===== src/rtl/codec_cfg_sequencer_if.sv =====
// Write-port bundle between codec_cfg_sequencer, the i2cgenerator and the
// two runtime requesters.
//
// Signals
//   gen_ready  generator -> sequencer  generator idle, may accept a load
//   gen_load   sequencer -> generator  one-cycle load strobe
//   gen_data   sequencer -> generator  {reg_addr, value}, stable from load to next load
//   req[1:0]   requester -> sequencer  write request, held high until ack
//   req_data0  requester -> sequencer  word for requester 0, sampled on grant
//   req_data1  requester -> sequencer  word for requester 1, sampled on grant
//   ack[1:0]   sequencer -> requester  one-cycle pulse when that write completes
//
// Handshake: gen_load pulses for one cycle only while gen_ready=1; the
// generator then drops gen_ready while it works and raises it again when
// finished, and only then may the next load happen. req[i] is a level held
// until ack[i] pulses; a request dropped before grant is simply forgotten,
// one dropped after grant still completes and still gets its ack.
interface codec_cfg_sequencer_if;
  logic        gen_ready;
  logic        gen_load;
  logic [15:0] gen_data;
  logic [1:0]  req;
  logic [15:0] req_data0;
  logic [15:0] req_data1;
  logic [1:0]  ack;

  modport master (
    input  gen_ready, req, req_data0, req_data1,
    output gen_load, gen_data, ack
  );

  modport slave (
    output gen_ready, req, req_data0, req_data1,
    input  gen_load, gen_data, ack
  );
endinterface


===== src/rtl/codec_cfg_sequencer.sv =====
// codec_cfg_sequencer: sole owner of the i2cgenerator write port to the
// audio codec. After reset it replays a fixed init table (one {reg,value}
// word per write), then serves runtime writes from two requesters with
// round-robin arbitration.
//
// Ports
//   clk        system clock (CLOCK_50)
//   reset      synchronous active-low reset
//   bus        codec_cfg_sequencer_if.master (generator + requester handshakes)
//   reinit     pulse: replay init table, honoured only in IDLE
//   init_done  high once the whole init table has been written
//   busy       high while init runs or a write is in flight
//   err        sticky: a load never saw gen_ready fall within BUSY_TIMEOUT cycles
//   state_dbg  current FSM state, for observation
module codec_cfg_sequencer #(
  parameter int INIT_LEN     = 6,
  parameter int BUSY_TIMEOUT = 8
) (
  input  logic                  clk,
  input  logic                  reset,
  codec_cfg_sequencer_if.master bus,
  input  logic                  reinit,
  output logic                  init_done,
  output logic                  busy,
  output logic                  err,
  output logic [2:0]            state_dbg
);

  localparam int IDX_W = (INIT_LEN > 1) ? $clog2(INIT_LEN) : 1;
  localparam int TMO_W = (BUSY_TIMEOUT > 1) ? $clog2(BUSY_TIMEOUT) : 1;

  typedef enum logic [2:0] {
    ST_INIT  = 3'd0,
    ST_IDLE  = 3'd1,
    ST_ISSUE = 3'd2,
    ST_BUSY  = 3'd3,
    ST_DONE  = 3'd4
  } state_t;

  state_t             state;
  logic [IDX_W-1:0]   idx;
  logic [TMO_W-1:0]   tmo_cnt;
  logic               rr_ptr;
  logic               gnt;
  logic [15:0]        req_word;
  logic               grant_sel;

  function automatic logic [15:0] init_word(input logic [IDX_W-1:0] i);
    case (int'(i))
      0:       init_word = 16'h0F00; // codec reset
      1:       init_word = 16'h0C00; // power up
      2:       init_word = 16'h0E02; // I2S, 16 bit
      3:       init_word = 16'h1000; // normal mode, 48k
      4:       init_word = 16'h0402; // analog path silence
      5:       init_word = 16'h1201; // active
      default: init_word = 16'h0000;
    endcase
  endfunction

  // With both requesting, rr_ptr picks; otherwise the lone requester wins.
  assign grant_sel = (bus.req == 2'b11) ? rr_ptr : bus.req[1];
  assign state_dbg = state;

  // Init writes happen only while init_done=0 and request writes only while
  // init_done=1, so init_done alone tells DONE which kind of write finished.
  always_ff @(posedge clk) begin
    if (!reset) begin
      state        <= ST_INIT;
      idx          <= '0;
      tmo_cnt      <= '0;
      rr_ptr       <= 1'b0;
      gnt          <= 1'b0;
      req_word     <= 16'h0000;
      bus.gen_load <= 1'b0;
      bus.gen_data <= 16'h0000;
      bus.ack      <= 2'b00;
      init_done    <= 1'b0;
      busy         <= 1'b0;
      err          <= 1'b0;
    end else begin
      bus.gen_load <= 1'b0;
      bus.ack      <= 2'b00;
      case (state)
        ST_INIT: begin
          busy <= 1'b1;
          if (bus.gen_ready) begin
            bus.gen_load <= 1'b1;
            bus.gen_data <= init_word(idx);
            tmo_cnt      <= '0;
            state        <= ST_BUSY;
          end
        end
        ST_IDLE: begin
          busy <= 1'b0;
          if (reinit) begin
            idx       <= '0;
            init_done <= 1'b0;
            busy      <= 1'b1;
            state     <= ST_INIT;
          end else if (bus.gen_ready && (bus.req != 2'b00)) begin
            gnt      <= grant_sel;
            req_word <= grant_sel ? bus.req_data1 : bus.req_data0;
            busy     <= 1'b1;
            state    <= ST_ISSUE;
          end
        end
        ST_ISSUE: begin
          if (bus.gen_ready) begin
            bus.gen_load <= 1'b1;
            bus.gen_data <= req_word;
            tmo_cnt      <= '0;
            state        <= ST_BUSY;
          end
        end
        ST_BUSY: begin
          // Counts from the cycle the load is visible.
          if (!bus.gen_ready) begin
            state <= ST_DONE;
          end else if (tmo_cnt == TMO_W'(BUSY_TIMEOUT - 1)) begin
            err   <= 1'b1;
            state <= ST_DONE;
          end else begin
            tmo_cnt <= tmo_cnt + TMO_W'(1);
          end
        end
        ST_DONE: begin
          if (bus.gen_ready) begin
            if (!init_done) begin
              if (idx == IDX_W'(INIT_LEN - 1)) begin
                init_done <= 1'b1;
                busy      <= 1'b0;
                state     <= ST_IDLE;
              end else begin
                idx   <= idx + IDX_W'(1);
                state <= ST_INIT;
              end
            end else begin
              bus.ack <= gnt ? 2'b10 : 2'b01;
              rr_ptr  <= ~gnt;
              busy    <= 1'b0;
              state   <= ST_IDLE;
            end
          end
        end
        default: state <= ST_INIT;
      endcase
    end
  end

endmodule


===== src/flat_wrapper.sv =====
// flat-port wrapper written by rule: the top's interface ports become plain ports
module codec_cfg_sequencer_flat 
#(
  parameter int INIT_LEN     = 6,
  parameter int BUSY_TIMEOUT = 8
)
  (clk, reset, reinit, init_done, busy, err, state_dbg, bus_gen_ready, bus_req, bus_req_data0, bus_req_data1, bus_gen_load, bus_gen_data, bus_ack);
  codec_cfg_sequencer_if bus_i ();
  input  logic clk;
  input  logic reset;
  input  logic reinit;
  output logic init_done;
  output logic busy;
  output logic err;
  output logic [2:0] state_dbg;
  input wire logic [$bits(bus_i.gen_ready)-1:0] bus_gen_ready;
  input wire logic [$bits(bus_i.req)-1:0] bus_req;
  input wire logic [$bits(bus_i.req_data0)-1:0] bus_req_data0;
  input wire logic [$bits(bus_i.req_data1)-1:0] bus_req_data1;
  output wire logic [$bits(bus_i.gen_load)-1:0] bus_gen_load;
  output wire logic [$bits(bus_i.gen_data)-1:0] bus_gen_data;
  output wire logic [$bits(bus_i.ack)-1:0] bus_ack;
  assign bus_i.gen_ready = bus_gen_ready;
  assign bus_i.req = bus_req;
  assign bus_i.req_data0 = bus_req_data0;
  assign bus_i.req_data1 = bus_req_data1;
  assign bus_gen_load = bus_i.gen_load;
  assign bus_gen_data = bus_i.gen_data;
  assign bus_ack = bus_i.ack;
  codec_cfg_sequencer #(.INIT_LEN(INIT_LEN), .BUSY_TIMEOUT(BUSY_TIMEOUT)) u_core (.clk(clk), .reset(reset), .bus(bus_i), .reinit(reinit), .init_done(init_done), .busy(busy), .err(err), .state_dbg(state_dbg));
endmodule

===== config.mk =====
export PLATFORM = sky130hd
export DESIGN_NAME = codec_cfg_sequencer_flat
export DESIGN_NICKNAME = d
export VERILOG_FILES = /design/src/rtl/codec_cfg_sequencer_if.sv /design/src/rtl/codec_cfg_sequencer.sv /design/src/flat_wrapper.sv
export SDC_FILE = /design/constraint.sdc
export NUM_CORES = 1
export LEC_CHECK = 0
export ABC_AREA = 1
export CAP_MARGIN = 20
export CORE_ASPECT_RATIO = 1.75
export CORE_UTILIZATION = 27
export CTS_BUF_LIST = sky130_fd_sc_hd__clkbuf_8
export DETAILED_ROUTE_END_ITERATION = 7
export GPL_ROUTABILITY_DRIVEN = 0
export PLACE_DENSITY_LB_ADDON = 0.15
export SLEW_MARGIN = 30
export SYNTH_ARGS = -nofsm -noshare
export SYNTH_HDL_FRONTEND = slang
export SYNTH_SLANG_ARGS = --single-unit

===== constraint.sdc =====
create_clock -name clk -period 4.5 [get_ports clk]
set_clock_uncertainty 0.2 [all_clocks]
set_input_delay 0.9 -clock clk [delete_from_list [all_inputs] [get_ports clk]]
set_output_delay 0.9 -clock clk [all_outputs]
set_load 0.01 [all_outputs]

==> flow_summary.json <==
{
  "status": "complete, but fails checks",
  "violations": "design-rule violations",
  "post-cts-setup-buffers": 0,
  "crit_fanout": 34,
  "synth-seq-area-share": 0.4339,
  "num-nets-final": 402,
  "start_util": 0.2820,
  "wl_per_cell_um": 13.15,
  "htreeDepth": 2,
  "peakVddDrop_v": 0.0001852,
  "grt_pass1_vias": 2134,
  "num_rows": 43,
  "gr-usage-all-layers": 0.1458,
  "cts_resized": 0,
  "gr-usage-met1": 0.1636,
  "vias": 2159,
  "gr-usage-met3": 0.03504,
  "die-area_sq_um": 8758,
  "synth_largest_area_cell": "dfxtp_1",
  "synthCells": 297,
  "drc": 2,
  "p_comb_frac": 0.198,
  "relSlewSlack": 0.5402,
  "syn_avg_cell_area_sq_um": 7.613,
  "slew_violations": 0,
  "seq_area_sq_um": 980.9,
  "max_stage_delay_ns": 0.66,
  "insertedDiodeCount": 0,
  "max_cap_violations": 0,
  "clk_latency_ns": 0.31,
  "grt_pass1_wl_mm": 9.922,
  "crit_family": "simple AND/OR/NAND/NOR gates",
  "cts_tree": "done",
  "synth-compound-area-share": 0.1754,
  "area.growth.synth_to_final_pct": 35.64,
  "synth_mux_area_frac": 0,
  "pin_count": 63,
  "totalWireLength_mm": 5.892,
  "crit_cells": 5,
  "clock-sinks": 49,
  "met2_usage": 0.2536,
  "stdcell_count": 448,
  "setup_violations": 0,
  "crit_chain": "clkdlybuf4s50_1, o21ai_2, nor2_4, nand3_1, o211a_1",
  "hp-class": "register to register",
  "required_ns": 4.50,
  "hold_buffers": 0,
  "path_class": "input pin to register",
  "synth-xor-area-share": 0,
  "die_h_um": 123.1,
  "synth_top_family_by_area": "simple AND/OR/NAND/NOR gates",
  "antenna_found_initial": 0,
  "fmax_ghz": 0.3875,
  "synth-adder-area-share": 0.03874,
  "finalCritPeriodShare": 0.5735,
  "rsz0062_at_grt": "no",
  "startpoint_type": "input pin",
  "cpMaxStageDelayCell": "clkdlybuf4s50_1",
  "vias_per_cell": 4.819,
  "drive_above_1_share": 0.07263,
  "clockPowerShare": 0.330,
  "yosysWarnings": 0,
  "synth_area_sq_um": 2261,
  "synthSimpleGateAreaFrac": 0.2878,
  "postRouteAntennaNets": 0,
  "r2r.worst_path.cells": 4,
  "leakagePower_uw": 0.001334,
  "drt_iter0_drc": 134,
  "grt_max_degree": 35,
  "total_power_uw": 1008,
  "fin_crit_ns": 2.581,
  "critPathBufInv": 1,
  "critical_path_arrival_ns": 2.58,
  "hpwl_mm": 4.392,
  "core-area_sq_um": 8016,
  "n_fill_cell": 847,
  "pwr_density_cell_nw_per_um2": 328.8,
  "dp.cells": 440,
  "die_x_um": 71.18,
  "synth_nets": 342,
  "worst_pin_slew_ns": 0.6880,
  "p_int_uw": 731.4,
  "synth_cell_types": 28,
  "numCtsBuffers": 5,
  "min_path_cells": 1,
  "drt_pass1_iterations": 6,
  "holdWs_ns": 0.2641,
  "ys_seq_elements": 49,
  "swShare": 0.2748,
  "portBuffers": 62,
  "hold_viol": 0,
  "multi_input_area_sq_um": 1135,
  "sequentialPowerShare": 0.472,
  "grt_overflow": 0,
  "cts.path.max_buffers": 2,
  "p_sw_uw": 277.1,
  "yosys-top-cells-area": "dfxtp_1, nand2_1, o211a_1",
  "path_clk_slew_ns": 0.09,
  "fin_tns_setup_ns": 0,
  "cp-end-kind": "register",
  "gr-max-usage-layer": "met2",
  "yosys.area.top_type_share": 0.4339,
  "clockRootBuffer": "clkbuf_8"
}
## cell type report
class	count	share of cell area
clock buffer	6	0.02693
clock inverter	2	0.01224
inverter	22	0.02693
multi-input combinational	215	0.3701
sequential	49	0.3199
tap	90	0.03672
timing repair buffer	64	0.2073
## cells in the mapped netlist
library cell / count
inv_2: 6
nand4_2: 1
o211a_1: 16
nand2_2: 2
a21oi_1: 26
nor2_2: 2
a211oi_1: 1
nand4_1: 2
o21ai_0: 13
nor2_4: 2
clkbuf_1: 5
nand3_1: 26
nand2_4: 1
buf_2: 2
o21ai_1: 1
nor3_1: 2
o21ai_2: 1
nand2_1: 87
nor2_1: 20
a31oi_1: 2
dfxtp_1: 49
nand3_4: 1
ha_1: 7
inv_1: 16
buf_4: 3
nand3b_1: 1
buf_6: 1
o211ai_1: 1
## routing by layer
layer,up-vias,share of wire
li1,1106,-
met1,990,0.42
met2,54,0.50
met3,9,0.046
met4,0,0.027
met5,-,0
## registers in the layout, summed over array words and instances, names as in the netlist
register and count:
u_core.idx 3, u_core.busy 1, u_core.bus.gen_load 1, u_core.state_dbg 3, u_core.gnt 1, u_core.err 1, u_core.bus.gen_data 16, u_core.tmo_cnt 3
u_core.init_done 1, u_core.bus.ack 2, u_core.req_word 16, u_core.rr_ptr 1
## worst paths after layout
path	startpoint	to	slack [ns]
min	u_core.tmo_cnt[0]	u_core.tmo_cnt[0]	0.26
max	bus_gen_ready	u_core.req_word[5]	1.92
max reg2reg	u_core.state_dbg[0]	u_core.req_word[5]	2.61
min reg2reg	u_core.tmo_cnt[0]	u_core.tmo_cnt[0]	0.26
## cell families after synthesis
group / after synthesis
buffers and inverters: 33
AOI/OAI and AO/OA: 61
DFF: 49
adders and majority gates: 7
and+or+nand+nor: 147
## power groups by stage
stage	Clock, uW	Sequential (uW)	Combinational, uW
after floorplan	0	490	105
after global placement	0	486	203
after detailed placement	0	486	202
after CTS	349	476	203
after global routing	361	480	225
final	332	476	200
## through the flow
stage                     cell area (sq um)  worst slack [ns]  utilization
final                                  3067             1.919       0.3826
after global routing                   3067             1.703       0.3826
after CTS                              3067             1.926       0.3826
after detailed placement               2947             1.590       0.3676
after global placement                 2947             1.648       0.3676
after floorplan                        2261             2.563            -
## layout by cell type (no fill, tap or decap)
| cell | count |
|---|---|
| a211oi_1 | 1 |
| a21oi_1 | 26 |
| a31oi_1 | 2 |
| buf_4 | 2 |
| bufinv_16 | 1 |
| clkbuf_8 | 6 |
| clkdlybuf4s50_1 | 62 |
| clkinvlp_4 | 1 |
| dfxtp_1 | 49 |
| ha_1 | 7 |
| inv_1 | 16 |
| inv_2 | 6 |
| nand2_1 | 87 |
| nand2_2 | 2 |
| nand2_4 | 1 |
| nand3_1 | 26 |
| nand3_4 | 1 |
| nand3b_1 | 1 |
| nand4_1 | 2 |
| nand4_2 | 1 |
| nor2_1 | 20 |
| nor2_2 | 2 |
| nor2_4 | 2 |
| nor3_1 | 2 |
| o211a_1 | 16 |
| o211ai_1 | 1 |
| o21ai_0 | 13 |
| o21ai_1 | 1 |
| o21ai_2 | 1 |
(Power assumes the default switching activity.)
